`config.mk`:
```
export PLATFORM = sky130hd
export DESIGN_NAME = ps2_host_rx
export DESIGN_NICKNAME = d
export VERILOG_FILES = /design/src/rtl/ps2_rx_pkg.sv /design/src/rtl/ps2_sync_filter.sv /design/src/rtl/ps2_host_rx.sv
export SDC_FILE = /design/constraint.sdc
export NUM_CORES = 1
export LEC_CHECK = 0
export ABC_AREA = 0
export CAP_MARGIN = 10
export CELL_PAD_IN_SITES_DETAIL_PLACEMENT = 0
export CELL_PAD_IN_SITES_GLOBAL_PLACEMENT = 1
export CORE_MARGIN = 2
export CORE_UTILIZATION = 35
export CTS_CLUSTER_SIZE = 40
export DETAILED_ROUTE_END_ITERATION = 6
export PLACE_DENSITY_LB_ADDON = 0.2
export SKIP_CTS_REPAIR_TIMING = 1
export SYNTH_ARGS = -nofsm -noshare
export SYNTH_HDL_FRONTEND = slang
export SYNTH_SLANG_ARGS = --single-unit
```
`constraint.sdc`:
```
create_clock -name clk_sys -period 3.7 [get_ports clk_sys]
set_input_delay 0.74 -clock clk_sys [delete_from_list [all_inputs] [get_ports clk_sys]]
set_output_delay 0.74 -clock clk_sys [all_outputs]
set_load 0.02 [all_outputs]
```
`src/rtl/ps2_rx_pkg.sv`:
```
// Purpose: shared types and constants for the PS/2 host receiver.
// Latency: n/a (declarations only).
// Backpressure: n/a.
package ps2_rx_pkg;

    typedef enum logic [1:0] {
        IDLE,
        DATA,
        PARITY,
        STOP
    } rx_state_e;

    // start + 8 data + parity + stop
    localparam int FRAME_BITS     = 11;
    localparam int DATA_BITS      = FRAME_BITS - 3;
    localparam int DEF_FILTER_LEN = 4;
    localparam int DEF_TIMEOUT    = 20000;

    // Odd parity over data plus parity bit: total count of ones must be odd.
    function automatic logic odd_parity_ok(input logic [7:0] dat, input logic par);
        return ^{dat, par};
    endfunction

endpackage

```
`src/rtl/ps2_sync_filter.sv`:
```
// Purpose: 2-flop synchroniser plus FILTER_LEN-sample agreement filter for one PS/2 line.
// Latency: pin change to line_filt change is FILTER_LEN+3 clk_sys edges.
// Backpressure: none; free-running.
// Ports: clk_sys/reset_n clock and async active-low reset, line_in raw asynchronous
//        line, line_filt deglitched line (resets high, the PS/2 idle level).
module ps2_sync_filter
    import ps2_rx_pkg::*;
#(
    parameter int FILTER_LEN = DEF_FILTER_LEN
) (
    input  logic clk_sys,
    input  logic reset_n,
    input  logic line_in,
    output logic line_filt
);

    logic [1:0]            sync_q,  sync_d;
    logic [FILTER_LEN-1:0] shift_q, shift_d;
    logic                  filt_q,  filt_d;

    always_comb begin
        sync_d  = {sync_q[0], line_in};
        shift_d = {shift_q[FILTER_LEN-2:0], sync_q[1]};
        filt_d  = filt_q;
        // Only a unanimous window moves the output; anything shorter is a glitch.
        if (&shift_q) begin
            filt_d = 1'b1;
        end else if (~|shift_q) begin
            filt_d = 1'b0;
        end
    end

    always_ff @(posedge clk_sys or negedge reset_n) begin
        if (!reset_n) begin
            sync_q  <= '1;
            shift_q <= '1;
            filt_q  <= 1'b1;
        end else begin
            sync_q  <= sync_d;
            shift_q <= shift_d;
            filt_q  <= filt_d;
        end
    end

    assign line_filt = filt_q;

endmodule

```
`src/rtl/ps2_host_rx.sv`:
```
// Purpose: PS/2 host receiver: conditions clk/data, deframes 11-bit frames, buffers bytes in a FWFT FIFO.
// Latency: pin fall of the stop bit to rx_valid is FILTER_LEN+4 clk_sys edges.
// Backpressure: rx_ready stalls the FIFO head; a byte arriving while full is dropped and overflow pulses.
// Ports: clk_sys/reset_n clock and async active-low reset; ps2_clk/ps2_data raw lines;
//        rx_data/rx_valid/rx_ready output stream; frame_err/overflow one-cycle pulses;
//        err_count saturating error count; fifo_level entries held.
module ps2_host_rx
    import ps2_rx_pkg::*;
#(
    parameter int FILTER_LEN = DEF_FILTER_LEN,
    parameter int FIFO_BITS  = 3,
    parameter int TIMEOUT    = DEF_TIMEOUT
) (
    input  logic                 clk_sys,
    input  logic                 reset_n,
    input  logic                 ps2_clk,
    input  logic                 ps2_data,
    output logic [7:0]           rx_data,
    output logic                 rx_valid,
    input  logic                 rx_ready,
    output logic                 frame_err,
    output logic                 overflow,
    output logic [7:0]           err_count,
    output logic [FIFO_BITS:0]   fifo_level
);

    localparam int                 DEPTH    = 1 << FIFO_BITS;
    localparam logic [FIFO_BITS:0] LVL_FULL = (FIFO_BITS+1)'(DEPTH);
    localparam logic [FIFO_BITS:0] LVL_ONE  = (FIFO_BITS+1)'(1);
    localparam logic [FIFO_BITS-1:0] PTR_ONE = FIFO_BITS'(1);
    localparam logic [15:0]        TMO_LAST = 16'(TIMEOUT - 1);
    localparam logic [2:0]         BIT_LAST = 3'(DATA_BITS - 1);

    logic filt_clk, filt_data;

    // Identical conditioning on both lines keeps data aligned with the clock edge.
    ps2_sync_filter #(.FILTER_LEN(FILTER_LEN)) u_filt_clk (
        .clk_sys   (clk_sys),
        .reset_n   (reset_n),
        .line_in   (ps2_clk),
        .line_filt (filt_clk)
    );

    ps2_sync_filter #(.FILTER_LEN(FILTER_LEN)) u_filt_data (
        .clk_sys   (clk_sys),
        .reset_n   (reset_n),
        .line_in   (ps2_data),
        .line_filt (filt_data)
    );

    logic                 filt_clk_prev_q, filt_clk_prev_d;
    rx_state_e            state_q,     state_d;
    logic [2:0]           bitcnt_q,    bitcnt_d;
    logic [7:0]           shreg_q,     shreg_d;
    logic                 parity_q,    parity_d;
    logic [15:0]          tmo_q,       tmo_d;
    logic                 frame_err_q, frame_err_d;
    logic                 overflow_q,  overflow_d;
    logic [7:0]           err_cnt_q,   err_cnt_d;
    logic [FIFO_BITS-1:0] wr_ptr_q,    wr_ptr_d;
    logic [FIFO_BITS-1:0] rd_ptr_q,    rd_ptr_d;
    logic [FIFO_BITS:0]   level_q,     level_d;
    logic [7:0]           mem_q [DEPTH];
    logic [7:0]           mem_d [DEPTH];

    logic fall, push_req, err_pulse, push, pop, full;

    assign fall = filt_clk_prev_q & ~filt_clk;
    assign full = (level_q == LVL_FULL);
    assign pop  = (level_q != '0) & rx_ready;
    // A pop in the same cycle frees the slot, so a full FIFO can still take the byte.
    assign push = push_req & (~full | pop);

    always_comb begin
        filt_clk_prev_d = filt_clk;
        state_d   = state_q;
        bitcnt_d  = bitcnt_q;
        shreg_d   = shreg_q;
        parity_d  = parity_q;
        push_req  = 1'b0;
        err_pulse = 1'b0;

        if (fall) begin
            unique case (state_q)
                IDLE: begin
                    if (!filt_data) begin
                        state_d  = DATA;
                        bitcnt_d = '0;
                    end
                end
                DATA: begin
                    shreg_d  = {filt_data, shreg_q[7:1]};
                    bitcnt_d = bitcnt_q + 3'd1;
                    if (bitcnt_q == BIT_LAST) begin
                        state_d = PARITY;
                    end
                end
                PARITY: begin
                    parity_d = filt_data;
                    state_d  = STOP;
                end
                STOP: begin
                    if (filt_data && odd_parity_ok(shreg_q, parity_q)) begin
                        push_req = 1'b1;
                    end else begin
                        err_pulse = 1'b1;
                    end
                    state_d = IDLE;
                end
                default: state_d = IDLE;
            endcase
        end else if (state_q != IDLE && tmo_q == TMO_LAST) begin
            // Abort lands on the cycle the idle count reaches TIMEOUT.
            state_d   = IDLE;
            err_pulse = 1'b1;
            shreg_d   = '0;
        end

        tmo_d = (fall || state_q == IDLE) ? '0 : tmo_q + 16'd1;

        frame_err_d = err_pulse;
        err_cnt_d   = (err_pulse && err_cnt_q != 8'hFF) ? err_cnt_q + 8'd1 : err_cnt_q;
        overflow_d  = push_req & full & ~pop;

        mem_d    = mem_q;
        wr_ptr_d = wr_ptr_q;
        rd_ptr_d = rd_ptr_q;
        if (push) begin
            mem_d[wr_ptr_q] = shreg_q;
            wr_ptr_d        = wr_ptr_q + PTR_ONE;
        end
        if (pop) begin
            rd_ptr_d = rd_ptr_q + PTR_ONE;
        end

        level_d = level_q;
        if (push && !pop) begin
            level_d = level_q + LVL_ONE;
        end else if (!push && pop) begin
            level_d = level_q - LVL_ONE;
        end
    end

    always_ff @(posedge clk_sys or negedge reset_n) begin
        if (!reset_n) begin
            filt_clk_prev_q <= 1'b1;
            state_q     <= IDLE;
            bitcnt_q    <= '0;
            shreg_q     <= '0;
            parity_q    <= 1'b0;
            tmo_q       <= '0;
            frame_err_q <= 1'b0;
            overflow_q  <= 1'b0;
            err_cnt_q   <= '0;
            wr_ptr_q    <= '0;
            rd_ptr_q    <= '0;
            level_q     <= '0;
            mem_q       <= '{default: '0};
        end else begin
            filt_clk_prev_q <= filt_clk_prev_d;
            state_q     <= state_d;
            bitcnt_q    <= bitcnt_d;
            shreg_q     <= shreg_d;
            parity_q    <= parity_d;
            tmo_q       <= tmo_d;
            frame_err_q <= frame_err_d;
            overflow_q  <= overflow_d;
            err_cnt_q   <= err_cnt_d;
            wr_ptr_q    <= wr_ptr_d;
            rd_ptr_q    <= rd_ptr_d;
            level_q     <= level_d;
            mem_q       <= mem_d;
        end
    end

    assign rx_valid   = (level_q != '0);
    // Head is held by rd_ptr, so it cannot move until the consumer pops.
    assign rx_data    = rx_valid ? mem_q[rd_ptr_q] : '0;
    assign frame_err  = frame_err_q;
    assign overflow   = overflow_q;
    assign err_count  = err_cnt_q;
    assign fifo_level = level_q;

endmodule

```
### Yosys cells after proc, flatten, opt, wreduce, memory -nomap -nowiden

Cells that the tools add are included.

* register bits after elaboration: 129
* output and inout port bits: 23

* add/subtract/negate cells: 7
* reductions and logical operators: 24
* bitwise gates (word level): 11
* $lt $le $gt $ge: 3
* multiplexer cells: 31
* equal/unequal tests: 13

Operator list (number)
* $bwmux 64: 1
* $mux 8: 7
* $bmux 8 s3: 1
* $demux 8 s3: 1
* $add 16x1->16 const B: 1
* $eq 16x15->1 const B: 1
* $mux 16: 1
* $mux 1: 11
* $add 3x1->3 const B: 3
* $reduce_xor 9->1: 1
* $add 8x1->8 const B: 1
* $ge 4x4->1 const B: 2
* $mux 2: 4
* $mux 4: 2
* $ne 8x8->1 const B: 1
* $not 3->4: 2
* $pmux 2 s4: 1
* $reduce_and 4->1: 2
* $reduce_bool 2->1: 4
* $reduce_or 4->1: 2
* $logic_and 1x1->1: 6
* $ne 2x1->1 const B: 3
* $ne 3x3->1 const B: 2
* $pmux 3 s2: 1
* other kinds (18): 28

### Longest topological paths before layout

* word-level depth: 10
* gate-level depth with buffers: 12

### Hierarchy

A second synthesis with hierarchy kept.

* cells, all modules: 452
* area, all modules: 6010.8 um2

By module, submodules not included
* ps2_host_rx: instances 1, cells an instance 432, area an instance 5590.4 um2
* ps2_sync_filter: instances 2, cells an instance 10, area an instance 210.2 um2

### Least setup slack after synthesis

Ideal clock, no wire load.

* kind: flip-flop to flip-flop
* start point: reg level_q[0], in the netlist fifo_level[0]
* end point: reg level_q[3], in the netlist fifo_level[3]
* period minus slack after synthesis: 2878 ps
* arrival: 2755 ps
* required time: 3578 ps
* stages on the path, launching flop included: 13
* library setup time: 122 ps
* slack: 822 ps
* buffers on the path: 0
* cells stage by stage: dfrtp_1 -> or3_1 -> nor2_1 -> inv_1 -> nand2_1 -> ha_1 -> inv_1 -> ha_1 -> a21o_1 -> a21oi_1 -> xnor2_1 -> nor2_1 -> xnor2_1

* cells in the longest elaborated chain, start to end: 7

RTL lines
* start, declared: RTL line ps2_host_rx.sv:62 `logic [FIFO_BITS:0] level_q, level_d;`
* start signal, assigned: RTL line ps2_host_rx.sv:171 `level_q <= level_d;`
* $reduce_bool 4->1 (*)
* named net rx_valid: RTL line ps2_host_rx.sv:19 `output logic rx_valid,`
* $and 1x1->1 (*): RTL line ps2_host_rx.sv:70 `assign pop = (level_q != '0) & rx_ready;`
* $or 1x1->1: RTL line ps2_host_rx.sv:72 `assign push = push_req & (~full | pop);`
* $and 1x1->1: RTL line ps2_host_rx.sv:72
* $logic_not 1->1: RTL line ps2_host_rx.sv:139 `end else if (!push && pop) begin`
* $logic_and 1x1->1: RTL line ps2_host_rx.sv:139
* $reduce_bool 2->1 (no line)

Mark *: on every way through the listed nets, which the timed path passes. The rest lies on a longest branch. The select of a mux whose other input is x is not followed.
A chain may end at the register's enable or synchronous reset.

### Final worst setup path

* start point: reg rd_ptr_q[1]
* end point: out rx_data[5]

* cells in the longest elaborated chain, start to end: 5

RTL lines
* start, declared: RTL line ps2_host_rx.sv:61 `logic [FIFO_BITS-1:0] rd_ptr_q, rd_ptr_d;`
* start signal, assigned: RTL line ps2_host_rx.sv:170 `rd_ptr_q <= rd_ptr_d;`
* $not 3->4 (not written as such): RTL line ps2_host_rx.sv:178 `assign rx_data = rx_valid ? mem_q[rd_ptr_q] : '0;`
* $bmux 8 s3: RTL line ps2_host_rx.sv:178
* $mux 8 (not written as such) (2 in series): RTL line ps2_host_rx.sv:178
* $mux 8: RTL line ps2_host_rx.sv:178
* end, declared: RTL line ps2_host_rx.sv:18 `output logic [7:0] rx_data,`

Every way passes these cells. The select of a mux whose other input is x is not followed.

==> run summary <==
### Status
- complete, no violations — outcome

### Power
- 0.302 mV — IR drop worst, VDD
- 542 nW/um2 — power per unit of standard cell area
- 3.15 nW — leakage dissipation

### STA
- 0.00695 ns — final worst clock skew
- 0 — number of pins with negative max-slew slack in the final report
- false — unrepaired setup endpoints after global routing
- 0.416 ns — Final WS setup
- 48.9% — Slew Limit Headroom
- 0.767 ns — measured slew at the worst slew-check pin
- 0 — final count of negative-setup-slack endpoints
- 3.28 ns — final critical-path required period
- 0 — number of hold-slack violations in the final timing report
- 305 MHz — maximum clock rate
- 88.8% — Period Utilization, post-route
- 0 ns — setup tns final
- 0.354 ns — worst hold slack after final layout

### Die
- 47 — Site Rows
- 16600 um2 — CORE AREA
- 28 — number of primary I/O pins
- 134 um — Die Wd
- 134 um — overall die height
- 18100 um2 — Die Footprint
- 35.9% — initial standard-cell utilization of the core

### CTS
- yes — CTS tree
- 129 — clk sink count
- 4 — H-Tree Depth
- 2 — maximum root-to-sink buffer count
- sky130_fd_sc_hd__clkbuf_16 — library cell used as clock root buffer
- 0.05 ns — clock-pin slew on the worst setup and hold paths
- 0.41 ns — worst skew pair latency
- 17 — CTS buffer count

### Synth
- 0 — Ys Warns
- 100% — fraction of synthesis flops using an asynchronous set or reset pin
- 475 — syn_nets
- 5950 um2 — cell area after technology mapping
- 13.1 um2 — synthesized area divided by synthesized cell count
- 456 — cells after synthesis
- 129 — number of synthesized register bits
- 0 — EDFF count, synth
- sky130_fd_sc_hd__dfrtp_1 — Primary FF master, synth
- 54.6% — sequential area share after synthesis
- 53 — Yosys cell types

### Detailed routing
- 3499 — routed vias
- 4.88 — routed vias/inst
- 16.2 um — final routed wire length divided by cell count
- 0 — count of unresolved DRC violations after routing
- 11600 um — wirelength, routed
- 0 — antenna-violating nets left
- 95 — number of design-rule violations left by the first detailed-router iteration
- 4 — number of detailed-routing iterations run before antenna repair

### Min path
- flop to flop — class of the most critical hold timing path
- u_filt_clk.sync_q[1] — endpoint of the worst hold-timing path
- 0 — hold path cells
- u_filt_clk.sync_q[0] — startpoint of the tightest hold check path

### Critical path
- 0.83 ns — max incr delay on CP
- 7 — depth of the most critical reg-to-reg path
- 0.72 ns — flop2flop setup slack
- 15 — CP max FO
- 2.54 ns — critical path arrival
- 2.96 ns — required time of the worst setup path
- output port — kind of capture point of the worst setup path
- shreg_q[4] — origin of the critical flop-to-flop path
- flop to output port — start-to-end type of the worst setup path
- mem_q[48] — endpoint of the worst register-to-register path
- flop — critical path launch point type
- sky130_fd_sc_hd__dfrtp_1 — crit path max-delay cell type
- buf_4 > mux4_2 > mux2i_1 > nor2_1 > clkdlybuf4s50_1 — cells traversed along the worst timing path

### Global routing
- 19400 um — wire length of the first global-routing pass
- 0 — total grt overflow
- 0 — number of antenna violations at the first check in global routing
- 3631 — number of global-route vias before repair
- 54 — pin count of the biggest net entering global routing
- 14.1% — total global-route track usage

### Finish
- 7060 um2 — post-route cell area
- 18.7% — Syn-to-layout area delta
- 1559 — fill cell total of the finished layout
- 506 — # nets final
- 0 — total inserted antenna cells
- 29.0% — layout cell share with drive strength beyond 1

### Placement
- 27 — number of port buffers
- 7910 um — HPWL after detailed placement
- 0.730 — weighted congestion at the end of routability-driven global placement
- 0.432 ns — Setup WS pre-CTS
- 6470 um2 — DP Area

### Job
- 0 — number of violations of the max-capacitance limit

==> worst max path at each step <==
stage / startpoint / to / slack (ns)
floorplan: fifo_level[0] / fifo_level[3] / 0.82
global placement: rx_ready / mem_q[53] / 0.51
detailed placement: rx_ready / mem_q[53] / 0.43
CTS: rd_ptr_q[1] / rx_data[5] / 0.39
global route: rd_ptr_q[1] / rx_data[5] / 0.32
finish: rd_ptr_q[1] / rx_data[5] / 0.42
==> critical path: cells and delay by family, from the launching register on <==
family                 cells  cell delay (ns)
and+or+nand+nor            1             0.06
muxes                      2             0.46
DFF                        1             0.83
buffers and inverters      2             0.77
==> power by group <==
group          internal, mW  leakage (nW)  switching, mW
clock network          1.13         0.290          0.570
registers              1.48          1.73          0.127
logic                 0.262          1.13          0.260
==> per-stage QoR <==
step	instances	power [mW]	utilization, %
4_1_cts	717	3.89	42.6
2_1_floorplan	456	1.95	-
6_report	717	3.83	42.6
3_5_place_dp	688	2.17	39.0
3_3_place_gp	688	2.16	39.0
5_1_grt	717	4.01	42.6
==> state kept, by name, summed over array words and instances, names as in the netlist <==
register / cells
mem_q: 64
tmo_q: 16
err_count: 8
shreg_q: 8
fifo_level: 4
u_filt_clk.shift_q: 4
u_filt_data.shift_q: 4
bitcnt_q: 3
rd_ptr_q: 3
wr_ptr_q: 3
state_q: 2
u_filt_clk.sync_q: 2
u_filt_data.sync_q: 2
filt_clk_prev_q: 1
frame_err: 1
overflow: 1
parity_q: 1
u_filt_clk.line_filt: 1
u_filt_data.line_filt: 1
==> synthesized netlist by cell type (3+ instances only) <==
cell,instances,share of area (%)
sky130_fd_sc_hd__dfrtp_1,114,48
sky130_fd_sc_hd__mux2_2,69,13
sky130_fd_sc_hd__nand2_1,35,2.2
sky130_fd_sc_hd__nor2_1,29,1.8
sky130_fd_sc_hd__xnor2_1,18,2.6
sky130_fd_sc_hd__o21ai_0,17,1.4
sky130_fd_sc_hd__mux4_2,16,6.1
sky130_fd_sc_hd__dfstp_2,15,6.6
sky130_fd_sc_hd__clkbuf_1,14,0.88
sky130_fd_sc_hd__ha_1,13,2.7
sky130_fd_sc_hd__xor2_1,9,1.3
sky130_fd_sc_hd__a21oi_1,8,0.67
sky130_fd_sc_hd__mux2i_1,8,1.3
sky130_fd_sc_hd__nand3_1,8,0.67
sky130_fd_sc_hd__or3_1,8,0.84
sky130_fd_sc_hd__inv_1,7,0.44
sky130_fd_sc_hd__nand4_1,7,0.74
sky130_fd_sc_hd__buf_1,6,0.38
sky130_fd_sc_hd__and3_1,4,0.42
sky130_fd_sc_hd__a31oi_1,3,0.32
sky130_fd_sc_hd__and2_1,3,0.32
sky130_fd_sc_hd__nand2b_1,3,0.32
sky130_fd_sc_hd__nor2b_1,3,0.32
sky130_fd_sc_hd__nor3_1,3,0.25
sky130_fd_sc_hd__nor4_1,3,0.32
==> routing by layer <==
metal / wire length [um] / GRT usage (%) / vias to the layer above
li1: - / - / 1689
met1: 5440 / 17.9 / 1755
met2: 5640 / 22.4 / 33
met3: 281 / 4.20 / 22
met4: 245 / 5.73 / 0
met5: 0 / 0 / -
==> final cells by class <==
cell class                      instances  area [um2]  share of cell area [%]
Tap cell                              220         275                    3.90
Clock inverter                          7         135                    1.91
Sequential cell                       129        3250                    46.0
Clock buffer                           22         454                    6.43
Multi-Input combinational cell        297        2590                    36.6
Timing Repair Buffer                   35         340                    4.82
Inverter                                7        26.3                   0.372
==> logic make-up (layout without fill, tap and decap cells) <==
group / after synthesis / in the layout / share of synthesized area (%)
AO/OA/AOI/OAI: 38 / 38 / 3.91
adder cells (fa/ha/maj): 14 / 14 / 3.07
XOR/XNOR: 29 / 29 / 4.73
multiplexers: 95 / 95 / 20.9
AND/OR/NAND/NOR: 121 / 121 / 10.9
flip-flops: 129 / 129 / 54.6
buffers and inverters: 30 / 71 / 2.00
==> cells in the final DEF, fill, tap and decap left out, types with 3 or more instances in the layout <==
master	synthesis	layout
sky130_fd_sc_hd__o21ai_0	17	17
sky130_fd_sc_hd__inv_1	7	7
sky130_fd_sc_hd__dfrtp_1	114	114
sky130_fd_sc_hd__nor4_1	3	3
sky130_fd_sc_hd__and3_1	4	4
sky130_fd_sc_hd__nor2b_1	3	3
sky130_fd_sc_hd__or3_1	8	8
sky130_fd_sc_hd__clkinv_2	0	3
sky130_fd_sc_hd__nand2b_1	3	3
sky130_fd_sc_hd__clkbuf_1	14	4
sky130_fd_sc_hd__mux2_2	69	69
sky130_fd_sc_hd__and2_1	3	3
sky130_fd_sc_hd__mux4_2	16	16
sky130_fd_sc_hd__bufinv_16	0	4
sky130_fd_sc_hd__xor2_1	9	9
sky130_fd_sc_hd__nand4_1	7	7
sky130_fd_sc_hd__buf_4	1	8
sky130_fd_sc_hd__clkbuf_16	0	17
sky130_fd_sc_hd__mux2i_1	8	8
sky130_fd_sc_hd__xnor2_1	18	18
sky130_fd_sc_hd__nor3_1	3	3
sky130_fd_sc_hd__dfstp_2	15	15
sky130_fd_sc_hd__nand2_1	35	35
sky130_fd_sc_hd__a21oi_1	8	8
sky130_fd_sc_hd__nor2_1	29	29
sky130_fd_sc_hd__clkdlybuf4s50_1	0	26
sky130_fd_sc_hd__nand3_1	8	8
sky130_fd_sc_hd__ha_1	13	13
sky130_fd_sc_hd__a31oi_1	3	3
(Power assumes the default switching activity.)
